## src/rtl/sram_like_arbiter_if.sv

```systemverilog
// SRAM-like command/response bundle shared by both requesters and the memory side.
interface sram_like_arbiter_if;
  logic        req;
  logic        wr;
  logic [1:0]  size;
  logic [3:0]  wstrb;
  logic [31:0] addr;
  logic [31:0] wdata;
  logic        addr_ok;
  logic        data_ok;
  logic [31:0] rdata;

  // Handshake: a command transfers on a cycle with req & addr_ok. Every transferred
  // command later receives exactly one data_ok, in acceptance order, with rdata valid then.
  modport master (output req, wr, size, wstrb, addr, wdata, input addr_ok, data_ok, rdata);
  modport slave  (input req, wr, size, wstrb, addr, wdata, output addr_ok, data_ok, rdata);
endinterface

```

## src/rtl/sram_like_arbiter.sv

```systemverilog
// Two-requester (instruction/data) arbiter onto one SRAM-like port; data has priority,
// the grant locks while a command waits for addr_ok, and an owner FIFO routes data_ok.
module sram_like_arbiter #(
  parameter int DEPTH = 4
) (
  input  logic                    clk,
  input  logic                    reset,
  sram_like_arbiter_if.slave      inst_sram,
  sram_like_arbiter_if.slave      data_sram,
  sram_like_arbiter_if.master     sram,
  output logic [$clog2(DEPTH):0]  outstanding,
  output logic [1:0]              lock_state
);
  localparam int PW = $clog2(DEPTH);

  typedef enum logic [1:0] {
    UNLOCKED = 2'd0,
    LOCK_I   = 2'd1,
    LOCK_D   = 2'd2
  } lock_e;

  lock_e            lock_q, lock_d;
  logic [PW-1:0]    wptr_q, wptr_d;
  logic [PW-1:0]    rptr_q, rptr_d;
  logic [PW:0]      count_q, count_d;
  logic [DEPTH-1:0] owner_q, owner_d;   // one bit per slot, 1 = data requester

  logic sel_data;
  logic sel_any;
  logic gnt_req;
  logic full;
  logic accept;
  logic pop;
  logic head_owner;

  // A locked grant ignores the other requester until its command is accepted or withdrawn.
  always_comb begin
    sel_data = 1'b0;
    sel_any  = 1'b0;
    case (lock_q)
      LOCK_I: begin
        sel_data = 1'b0;
        sel_any  = 1'b1;
      end
      LOCK_D: begin
        sel_data = 1'b1;
        sel_any  = 1'b1;
      end
      default: begin
        sel_data = data_sram.req;
        sel_any  = data_sram.req | inst_sram.req;
      end
    endcase
  end

  assign gnt_req = sel_any & (sel_data ? data_sram.req : inst_sram.req);
  assign full    = (count_q == (PW+1)'(DEPTH));

  assign sram.req   = gnt_req & ~full;
  assign sram.wr    = sel_data ? data_sram.wr    : inst_sram.wr;
  assign sram.size  = sel_data ? data_sram.size  : inst_sram.size;
  assign sram.wstrb = sel_data ? data_sram.wstrb : inst_sram.wstrb;
  assign sram.addr  = sel_data ? data_sram.addr  : inst_sram.addr;
  assign sram.wdata = sel_data ? data_sram.wdata : inst_sram.wdata;

  assign accept = sram.req & sram.addr_ok;
  assign inst_sram.addr_ok = accept & ~sel_data;
  assign data_sram.addr_ok = accept &  sel_data;

  // A stray data_ok with nothing in flight is dropped.
  assign pop        = sram.data_ok & (count_q != '0);
  assign head_owner = owner_q[rptr_q];

  assign inst_sram.data_ok = pop & ~head_owner;
  assign data_sram.data_ok = pop &  head_owner;
  assign inst_sram.rdata   = sram.rdata;
  assign data_sram.rdata   = sram.rdata;

  assign outstanding = count_q;
  assign lock_state  = lock_q;

  always_comb begin
    lock_d  = lock_q;
    wptr_d  = wptr_q;
    rptr_d  = rptr_q;
    count_d = count_q;
    owner_d = owner_q;

    // Full with the owner still requesting leaves the lock untouched.
    if (accept) begin
      lock_d = UNLOCKED;
    end else if (sram.req) begin
      lock_d = sel_data ? LOCK_D : LOCK_I;
    end else if (!gnt_req) begin
      lock_d = UNLOCKED;
    end

    if (accept) begin
      owner_d[wptr_q] = sel_data;
      wptr_d          = wptr_q + 1'b1;
    end
    if (pop) begin
      rptr_d = rptr_q + 1'b1;
    end

    case ({accept, pop})
      2'b10:   count_d = count_q + 1'b1;
      2'b01:   count_d = count_q - 1'b1;
      default: count_d = count_q;
    endcase
  end

  always_ff @(posedge clk or posedge reset) begin
    if (reset) begin
      lock_q  <= UNLOCKED;
      wptr_q  <= '0;
      rptr_q  <= '0;
      count_q <= '0;
      owner_q <= '0;
    end else begin
      lock_q  <= lock_d;
      wptr_q  <= wptr_d;
      rptr_q  <= rptr_d;
      count_q <= count_d;
      owner_q <= owner_d;
    end
  end
endmodule

```

## src/flat_wrapper.sv

```systemverilog
// flat-port wrapper written by rule: the top's interface ports become plain ports
module sram_like_arbiter_flat 
#(
  parameter int DEPTH = 4
)
  (clk, reset, outstanding, lock_state, inst_sram_req, inst_sram_wr, inst_sram_size, inst_sram_wstrb, inst_sram_addr, inst_sram_wdata, inst_sram_addr_ok, inst_sram_data_ok, inst_sram_rdata, data_sram_req, data_sram_wr, data_sram_size, data_sram_wstrb, data_sram_addr, data_sram_wdata, data_sram_addr_ok, data_sram_data_ok, data_sram_rdata, sram_req, sram_wr, sram_size, sram_wstrb, sram_addr, sram_wdata, sram_addr_ok, sram_data_ok, sram_rdata);
  sram_like_arbiter_if inst_sram_i ();
  sram_like_arbiter_if data_sram_i ();
  sram_like_arbiter_if sram_i ();
  input  logic clk;
  input  logic reset;
  output logic [$clog2(DEPTH):0] outstanding;
  output logic [1:0] lock_state;
  input wire logic [$bits(inst_sram_i.req)-1:0] inst_sram_req;
  input wire logic [$bits(inst_sram_i.wr)-1:0] inst_sram_wr;
  input wire logic [$bits(inst_sram_i.size)-1:0] inst_sram_size;
  input wire logic [$bits(inst_sram_i.wstrb)-1:0] inst_sram_wstrb;
  input wire logic [$bits(inst_sram_i.addr)-1:0] inst_sram_addr;
  input wire logic [$bits(inst_sram_i.wdata)-1:0] inst_sram_wdata;
  output wire logic [$bits(inst_sram_i.addr_ok)-1:0] inst_sram_addr_ok;
  output wire logic [$bits(inst_sram_i.data_ok)-1:0] inst_sram_data_ok;
  output wire logic [$bits(inst_sram_i.rdata)-1:0] inst_sram_rdata;
  input wire logic [$bits(data_sram_i.req)-1:0] data_sram_req;
  input wire logic [$bits(data_sram_i.wr)-1:0] data_sram_wr;
  input wire logic [$bits(data_sram_i.size)-1:0] data_sram_size;
  input wire logic [$bits(data_sram_i.wstrb)-1:0] data_sram_wstrb;
  input wire logic [$bits(data_sram_i.addr)-1:0] data_sram_addr;
  input wire logic [$bits(data_sram_i.wdata)-1:0] data_sram_wdata;
  output wire logic [$bits(data_sram_i.addr_ok)-1:0] data_sram_addr_ok;
  output wire logic [$bits(data_sram_i.data_ok)-1:0] data_sram_data_ok;
  output wire logic [$bits(data_sram_i.rdata)-1:0] data_sram_rdata;
  output wire logic [$bits(sram_i.req)-1:0] sram_req;
  output wire logic [$bits(sram_i.wr)-1:0] sram_wr;
  output wire logic [$bits(sram_i.size)-1:0] sram_size;
  output wire logic [$bits(sram_i.wstrb)-1:0] sram_wstrb;
  output wire logic [$bits(sram_i.addr)-1:0] sram_addr;
  output wire logic [$bits(sram_i.wdata)-1:0] sram_wdata;
  input wire logic [$bits(sram_i.addr_ok)-1:0] sram_addr_ok;
  input wire logic [$bits(sram_i.data_ok)-1:0] sram_data_ok;
  input wire logic [$bits(sram_i.rdata)-1:0] sram_rdata;
  assign inst_sram_i.req = inst_sram_req;
  assign inst_sram_i.wr = inst_sram_wr;
  assign inst_sram_i.size = inst_sram_size;
  assign inst_sram_i.wstrb = inst_sram_wstrb;
  assign inst_sram_i.addr = inst_sram_addr;
  assign inst_sram_i.wdata = inst_sram_wdata;
  assign inst_sram_addr_ok = inst_sram_i.addr_ok;
  assign inst_sram_data_ok = inst_sram_i.data_ok;
  assign inst_sram_rdata = inst_sram_i.rdata;
  assign data_sram_i.req = data_sram_req;
  assign data_sram_i.wr = data_sram_wr;
  assign data_sram_i.size = data_sram_size;
  assign data_sram_i.wstrb = data_sram_wstrb;
  assign data_sram_i.addr = data_sram_addr;
  assign data_sram_i.wdata = data_sram_wdata;
  assign data_sram_addr_ok = data_sram_i.addr_ok;
  assign data_sram_data_ok = data_sram_i.data_ok;
  assign data_sram_rdata = data_sram_i.rdata;
  assign sram_req = sram_i.req;
  assign sram_wr = sram_i.wr;
  assign sram_size = sram_i.size;
  assign sram_wstrb = sram_i.wstrb;
  assign sram_addr = sram_i.addr;
  assign sram_wdata = sram_i.wdata;
  assign sram_i.addr_ok = sram_addr_ok;
  assign sram_i.data_ok = sram_data_ok;
  assign sram_i.rdata = sram_rdata;
  sram_like_arbiter #(.DEPTH(DEPTH)) u_core (.clk(clk), .reset(reset), .inst_sram(inst_sram_i), .data_sram(data_sram_i), .sram(sram_i), .outstanding(outstanding), .lock_state(lock_state));
endmodule
```

## config.mk

```make
export PLATFORM = sky130hd
export DESIGN_NAME = sram_like_arbiter_flat
export DESIGN_NICKNAME = d
export VERILOG_FILES = /design/src/rtl/sram_like_arbiter_if.sv /design/src/rtl/sram_like_arbiter.sv /design/src/flat_wrapper.sv
export SDC_FILE = /design/constraint.sdc
export NUM_CORES = 1
export LEC_CHECK = 0
export ABC_AREA = 1
export CAP_MARGIN = 5
export CORE_AREA = 2 2 126 128
export DETAILED_ROUTE_END_ITERATION = 16
export DIE_AREA = 0 0 128 130
export HOLD_SLACK_MARGIN = 0.15
export PLACE_DENSITY = 0.63
export SLEW_MARGIN = 0
export SYNTH_ARGS = -nofsm -noshare
export SYNTH_HDL_FRONTEND = slang
export SYNTH_SLANG_ARGS = --single-unit
export TNS_END_PERCENT = 50
```

## constraint.sdc

```tcl
create_clock -name clk -period 2.19 [get_ports clk]
set_input_delay 0.438 -clock clk [delete_from_list [all_inputs] [get_ports clk]]
set_output_delay 0.438 -clock clk [all_outputs]
set_load 0.01 [all_outputs]
```

==> results of run 1 <==
state kept, by name, summed over array words and instances, names as in the netlist:
register            flops
u_core.owner_q          4
u_core.rptr_q           2
u_core.outstanding      3
u_core.lock_state       2
u_core.wptr_q           2
power groups by stage:
stage          Sequential [mW]  Clock (mW)  Combinational (mW)
2_1_floorplan            0.461           0                1.68
4_1_cts                  0.463       0.353                4.02
3_5_place_dp             0.464           0                3.48
5_1_grt                  0.476       0.366                4.55
6_report                 0.461       0.345                4.16
3_3_place_gp             0.457           0                3.48
timing repair:
item                                    in CTS  in global routing
gates resized for setup                    392                 51
pin swaps                                   14                 19
setup buffers                                7                  1
endpoints found under the setup margin      78                 76
cloned                                       7                  1
final timing paths:
kind | depth (start not counted) | from | slack (ns) | endpoint
max | 10 | u_core.lock_state[1]$_DFFE_PP0P_ | -0.04 | sram_wstrb[0]
min | 2 | u_core.owner_q[3]$_DFFE_PP0P_ | 0.48 | u_core.owner_q[3]$_DFFE_PP0P_
min in group asynchronous | 2 | reset | 0.52 | u_core.owner_q[2]$_DFFE_PP0P_
max reg2reg | 11 | u_core.lock_state[1]$_DFFE_PP0P_ | -0.02 | u_core.outstanding[1]$_DFFE_PP0P_
min reg2reg | 2 | u_core.owner_q[3]$_DFFE_PP0P_ | 0.48 | u_core.owner_q[3]$_DFFE_PP0P_
max in group asynchronous | 2 | reset | 1.34 | u_core.outstanding[0]$_DFFE_PP0P_
cell families (layout without fill, tap and decap cells):
kind of cell               Yosys count  in the layout  share of synthesized area (%)
and+or+nand+nor                    258            258                           47.0
buffers and inverters               96            283                           28.6
DFF                                 13             13                           14.9
AOI/OAI and AO/OA                   10             10                           3.55
adders and majority gates            7              7                           4.35
xor gates and xnor gates             4              4                           1.60
Yosys cell counts, drive strengths merged:
| cell | instances |
|---|---|
| nand2 | 240 |
| buf | 75 |
| inv | 16 |
| dfrtp | 13 |
| nand4 | 8 |
| ha | 6 |
| o21ai | 6 |
| clkbuf | 5 |
| nand3 | 5 |
| nor2 | 4 |
| a21oi | 3 |
| xor2 | 3 |
| a31oi | 1 |
| fa | 1 |
| nor3 | 1 |
| xnor2 | 1 |
per-stage QoR:
step / area, um^2 / util (%) / power, mW
global placement: 4350 / 28.2 / 3.94
detailed placement: 4350 / 28.2 / 3.95
global route: 4820 / 31.3 / 5.40
CTS: 4650 / 30.1 / 4.83
floorplan: 2200 / - / 2.14
finish: 4820 / 31.3 / 4.97
layer usage:
metal  vias up  global-route usage (%)  part of all wire (%)
li1       1484                       -                     -
met1      1292                    14.5                    38
met2       176                    22.0                    49
met3        34                    3.69                   9.9
met4         0                    4.72                   2.9
met5         -                       0                     0
area by class of cell:
class	count	area (um^2)
clock buffers	4	78.8
fillers	1672	10600
inverters	16	75.1
multi-input cells	279	1560
flip-flops and latches	13	325
well taps	192	240
repair buffers	263	2550
worst min-delay path, stage by stage (launching register included):
cell	delay [ns]
dfrtp_1	0.34
nand2_1	0.05
nand2_1	0.05
==> results.md, run 1 <==
* P_int at 2.68 mW
* I/O pin cnt at 325
* Post-synthesis instance total at 388
* Global-route usage over all layers at 12.5%
* Clock latency at the later pin of the worst-skew pair at 0.24 ns
* Share of the synthesized area in the top cell type at 40.4%
* Maximum operating frequency at 448 MHz
* Cell breakdown of the critical path: ha_4 -> inv_4 -> nand2_4 -> nand2_8 -> inv_12 -> buf_12 -> buf_16 -> nand2_2 -> nand2_1 -> buf_2
* Standard cell core area at 15400 um^2
* Clock Sink Count at 13
* Number of hold buffers added after cts at 0
* Root buffer selected by CTS: clkbuf_16
* Final clock skew at 0.00310 ns
* Leakage dissipation at 2.39 nW
* Htree depth at 1
* Effective utilization at floorplan at 14.2%
* Critical path start-end classification: reg -> out
* Synthesis warning total at 0
* Number of global-route vias before repair at 2873
* Headroom to the max-slew limit at 68.0%
* Sequential share of power at 9.3%
* Flops & latches, synth at 13
* Global-route wire length before repair at 16000 um
* Maximum fanout along the worst path at 7
* Setup Viol. Count Final at 39
* Die outline area at 16600 um^2
* Number of clock buffers inserted by TritonCTS at 3
* Area leader, netlist: nand2_1
* Capturing element type of the critical path: output pin
* PD cells at 1030 nW/um^2
* Fin Setup TNS at -0.820 ns
* Antenna violations before repair at 0
* Power dissipated by switching net loads at 2.29 mW
* Tcrit/Tclk final at 102%
* Peak supply drop at 0.300 mV
* Per-cell routed wire length at 14.7 um
* Most common cell after layout, fill and taps aside: nand2_1
* CTS tree: done
* Worst path setup slack after routing at -0.0414 ns
* Buffers added on ports at 228
* Power share of the combinational group at 83.8%
* Minimum period implied by the final worst setup slack at 2.23 ns
* Number of nets at the end of the flow at 763
* Final instance count without filler cells at 767
* Count of antenna-violating nets left after detailed routing at 0
* DIE WIDTH at 128 um
* Initial detailed-routing violation count at 69
* Cell types with the largest area share after synthesis: nand2_1 40%, buf_4 23%, dfrtp_1 15%, ha_1 3.4%, inv_1 2.4%
* Setup repair after global routing missed its margin: yes
* Net Count, Synth at 575
* Final count of pins violating max slew at 0
* Total grt overflow at 0
* Synth unique cells at 23
* Ratio of cells with drive above 1 in the final layout at 34.3%
* Switching share of power at 46.1%
* Pin count of the biggest net entering global routing at 18
* Required time of the critical path at 1.75 ns
* Highest cell delay on the worst timing path at 0.40 ns
* DP Worst Slack at -0.452 ns
* Slew at the pin closest to its max-slew limit at 0.480 ns
* Endpoint arrival time on the critical path at 1.79 ns
* Average instance area after synthesis at 5.63 um^2
* Site Rows at 46
* Failing checks: negative setup slack
* Sort of element at the start of the critical path: flip-flop
* Clock-pin slew reported for the worst setup and hold paths after clock tree synthesis at 0.04 ns
* Maximum capacitance violations at 0
* Slowest stage cell on the critical path: dfrtp_1
* DRC Markers at 0
* Placed insts at 748
* Combined buffer and inverter count along the critical path at 5
* Kind of cell adding the most delay to the critical path: buffers and inverters
* Deepest clock path buffer count at 2
* Clock share of power at 6.9%
* Sequential fraction of the synthesis area at 14.9%
* Final weighted congestion in routability-driven placement at 0.749
* Outcome: finished, violations left
* DP HPWL at 8380 um
* Hold Worst Slack at 0.482 ns
* Final Routed Wirelength at 11300 um
* DR vias/cell at 3.89
* Leading cell types in the layout, fill and taps excluded: 171 x nand2_1, 151 x clkdlybuf4s50_1, 55 x buf_2, 48 x nand2_2, 21 x buf_6
* Overall via count from detail_route at 2986
* Router iterations before antenna repair at 4
* Synth Cell Area at 2180 um^2
* Number of endpoints with negative hold slack in the final report at 0
* Worst min-delay path class: reg -> reg
* DIE HEIGHT at 130 um
* Antenna Cells at 0
* Area added between synthesis and finish at 121%
No activity file was read; power rests on OpenSTA's default activity.
==> run 2, diff against run 1 <==
CTS_BUF_LIST = sky130_fd_sc_hd__clkbuf_4 sky130_fd_sc_hd__clkbuf_8   (was unset)
==> run 2 against run 1 <==
Largest power group unchanged. Register-to-register slack about the same. Highest routed layer unchanged. The flow still finishes with violations (negative setup slack). Hold slack better by 0.0043 ns. Final cell count did not move. Core utilization is essentially flat. Sequential share of layout area is essentially flat. Clock-buffer cell count did not move. Largest cell class unchanged. Die area unchanged. Clock power decreased by 34%. Global-route usage decreased by 0.15 points. Sequential cell count unchanged. Final area about the same. Critical path depth stayed put.
==> results.md, run 2 (synthesis results as in run 1) <==
* Outcome: finished, violations left
* Failing checks: negative setup slack
* Ratio of cells with drive above 1 in the final layout at 33.7% (-0.52 points)
* Endpoint arrival time on the critical path at 1.81 ns (+0.02 ns)
* Clock-pin slew reported for the worst setup and hold paths after clock tree synthesis at 0.05 ns (about the same)
* Standard cell core area at 15400 um^2 (unchanged)
* Htree depth at 1 (unchanged)
* Number of global-route vias before repair at 2876 (+0.10%)
* Maximum operating frequency at 445 MHz (-0.79%)
* Overall via count from detail_route at 2985 (-0.033%)
* Most common cell after layout, fill and taps aside: nand2_1
* Final instance count without filler cells at 767 (unchanged)
* Clock share of power at 4.6% (-2.3 points)
* CTS tree: done
* Clock latency at the later pin of the worst-skew pair at 0.25 ns (about the same)
* Setup repair after global routing missed its margin: yes
* Count of antenna-violating nets left after detailed routing at 0 (unchanged)
* Highest cell delay on the worst timing path at 0.41 ns (about the same)
* Number of flip-flops under the largest register name at 4 (unchanged)
* Minimum period implied by the final worst setup slack at 2.25 ns (+0.0178 ns)
* Flop-to-flop setup slack at -0.01 ns (about the same)
* Sort of element at the start of the critical path: flip-flop
* Site Rows at 46 (unchanged)
* Fin Setup TNS at -1.33 ns (-0.514 ns)
* DIE HEIGHT at 130 um (unchanged)
* Area added between synthesis and finish at 121% (about the same)
* Router iterations before antenna repair at 4 (unchanged)
* Number of clock buffers inserted by TritonCTS at 3 (unchanged)
* Cell count of the worst hold path at 2 (unchanged)
* I/O pin cnt at 325 (unchanged)
* Number of nets at the end of the flow at 763 (unchanged)
* Final Routed Wirelength at 11300 um (+0.45%)
* Switching share of power at 46.9% (+0.75 points)
* Sequential share of power at 9.4% (about the same)
* Total Power Consumption at 4.91 mW (-1.3%)
* Maximum fanout along the worst path at 7 (unchanged)
* Combined buffer and inverter count along the critical path at 5 (unchanged)
* Startpoint of the worst register-to-register path: u_core.lock_state[1]$_DFFE_PP0P_
* DIE WIDTH at 128 um (unchanged)
* DRC Markers at 0 (unchanged)
* Slew at the pin closest to its max-slew limit at 0.503 ns (+0.0236 ns)
* Slowest stage cell on the critical path: dfrtp_1
* Root buffer selected by CTS: clkbuf_8
* Initial detailed-routing violation count at 61 (-12%)
* Placed insts at 748 (unchanged)
* DR vias/cell at 3.89 (about the same)
* Reg2Reg Depth at 11 (unchanged)
* Antenna Cells at 0 (unchanged)
* Critical path start-end classification: reg -> out
* Global-route wire length before repair at 15900 um (-0.73%)
* Capturing element type of the critical path: output pin
* Setup Viol. Count Final at 38 (-2.6%)
* Die outline area at 16600 um^2 (unchanged)
* Leakage dissipation at 2.40 nW (+0.27%)
* Library cell appearing most often on the critical path: nand2_2
* Kind of cell adding the most delay to the critical path: buffers and inverters
* Antenna violations before repair at 1 (+1)
* PD cells at 1020 nW/um^2 (-1.3%)
* Sink of the worst hold path: u_core.owner_q[3]$_DFFE_PP0P_
* Launch point of the worst hold path: u_core.owner_q[3]$_DFFE_PP0P_
* Maximum capacitance violations at 0 (unchanged)
* Pin count of the biggest net entering global routing at 18 (unchanged)
* Buffers added on ports at 228 (unchanged)
* Final count of pins violating max slew at 0 (unchanged)
* Effective utilization at floorplan at 14.2% (unchanged)
* Global-route usage over all layers at 12.4% (-0.15 points)
* Destination of the worst register-to-register timing path: u_core.outstanding[1]$_DFFE_PP0P_
* Final clock skew at 0.00331 ns (+0.000208 ns)
* DP HPWL at 8380 um (unchanged)
* Total grt overflow at 0 (unchanged)
* Headroom to the max-slew limit at 66.4% (-1.6 points)
* Final Core Density at 31.3% (about the same)
* Per-cell routed wire length at 14.8 um (+0.45%)
* Leading cell types in the layout, fill and taps excluded: 175 x nand2_1, 151 x clkdlybuf4s50_1, 55 x buf_2, 41 x nand2_2, 23 x nand2_4
* P_int at 2.61 mW (-2.6%)
* Most flops, register: u_core.owner_q
* Deepest clock path buffer count at 2 (unchanged)
* Final weighted congestion in routability-driven placement at 0.749 (unchanged)
* Number of endpoints with negative hold slack in the final report at 0 (unchanged)
* Worst min-delay path class: reg -> reg
* Power share of the combinational group at 86.0% (+2.2 points)
* Clock Sink Count at 13 (unchanged)
* Peak supply drop at 0.288 mV (-4.1%)
* Required time of the critical path at 1.75 ns (about the same)
* Power dissipated by switching net loads at 2.30 mW (+0.34%)
* Worst path setup slack after routing at -0.0592 ns (-0.0178 ns)
* Cell breakdown of the critical path: ha_4 -> inv_4 -> nand2_4 -> nand2_8 -> inv_12 -> buf_12 -> buf_16 -> nand2_2 -> nand2_2 -> buf_6
* Tcrit/Tclk final at 103% (+0.81 points)
## run 2: final cells by class
class,instances,area [um^2]
clock buffer,4,48.8
inverter,16,77.6
sequential,13,325
tap,192,240
timing repair buffer,263,2560
fill,1672,10600
multi-input combinational,279,1570
## run 2: what timing repair did
item,4_1_cts,5_1_grt
hold buffers,0,0
pin swaps,18,23
resized for setup,396,52
setup buffers,6,3
endpoints found under the setup margin,78,76
gates cloned,7,2
## run 2: worst max-delay path by stage
stage	startpoint	endpoint	slack, ns	depth (start not counted)
floorplan	u_core.lock_state[0]$_DFFE_PP0P_	u_core.outstanding[2]$_DFFE_PP0P_	0.01	11
global placement	data_sram_req	sram_wdata[8]	-0.44	8
detailed placement	data_sram_req	sram_wdata[8]	-0.45	8
CTS	u_core.lock_state[1]$_DFFE_PP0P_	sram_wdata[10]	-0.09	10
global route	u_core.lock_state[1]$_DFFE_PP0P_	sram_wdata[3]	-0.15	10
finish	u_core.lock_state[1]$_DFFE_PP0P_	sram_wdata[3]	-0.06	10
## run 2: tightest hold or removal path: cells and delay by family (launching register included)
kind / cells / cell delay (ns)
DFF: 1 / 0.35
and+or+nand+nor: 2 / 0.10
## run 2: power by group through the flow
stage	Clock (mW)	Sequential [mW]	Combinational, mW
after floorplan	0	0.461	1.68
after global placement	0	0.457	3.48
final	0.227	0.461	4.22
after detailed placement	0	0.464	3.48
after CTS	0.232	0.461	4.05
after global routing	0.248	0.475	4.61
## run 2: routing by layer
metal	share of wire [%]	vias to the layer above	GRT usage [%]
li1	-	1484	-
met1	38	1296	14.5
met2	49	172	21.7
met3	9.9	33	3.40
met4	2.8	0	4.52
met5	0	-	0
## run 2: per-stage QoR
stage	setup WS (ns)	hold WS, ns	cell area [um^2]
floorplan	0.0109	0.315	2200
global placement	-0.438	0.473	4350
detailed placement	-0.452	0.472	4350
CTS	-0.0939	0.484	4650
global route	-0.147	0.515	4830
finish	-0.0592	0.487	4830
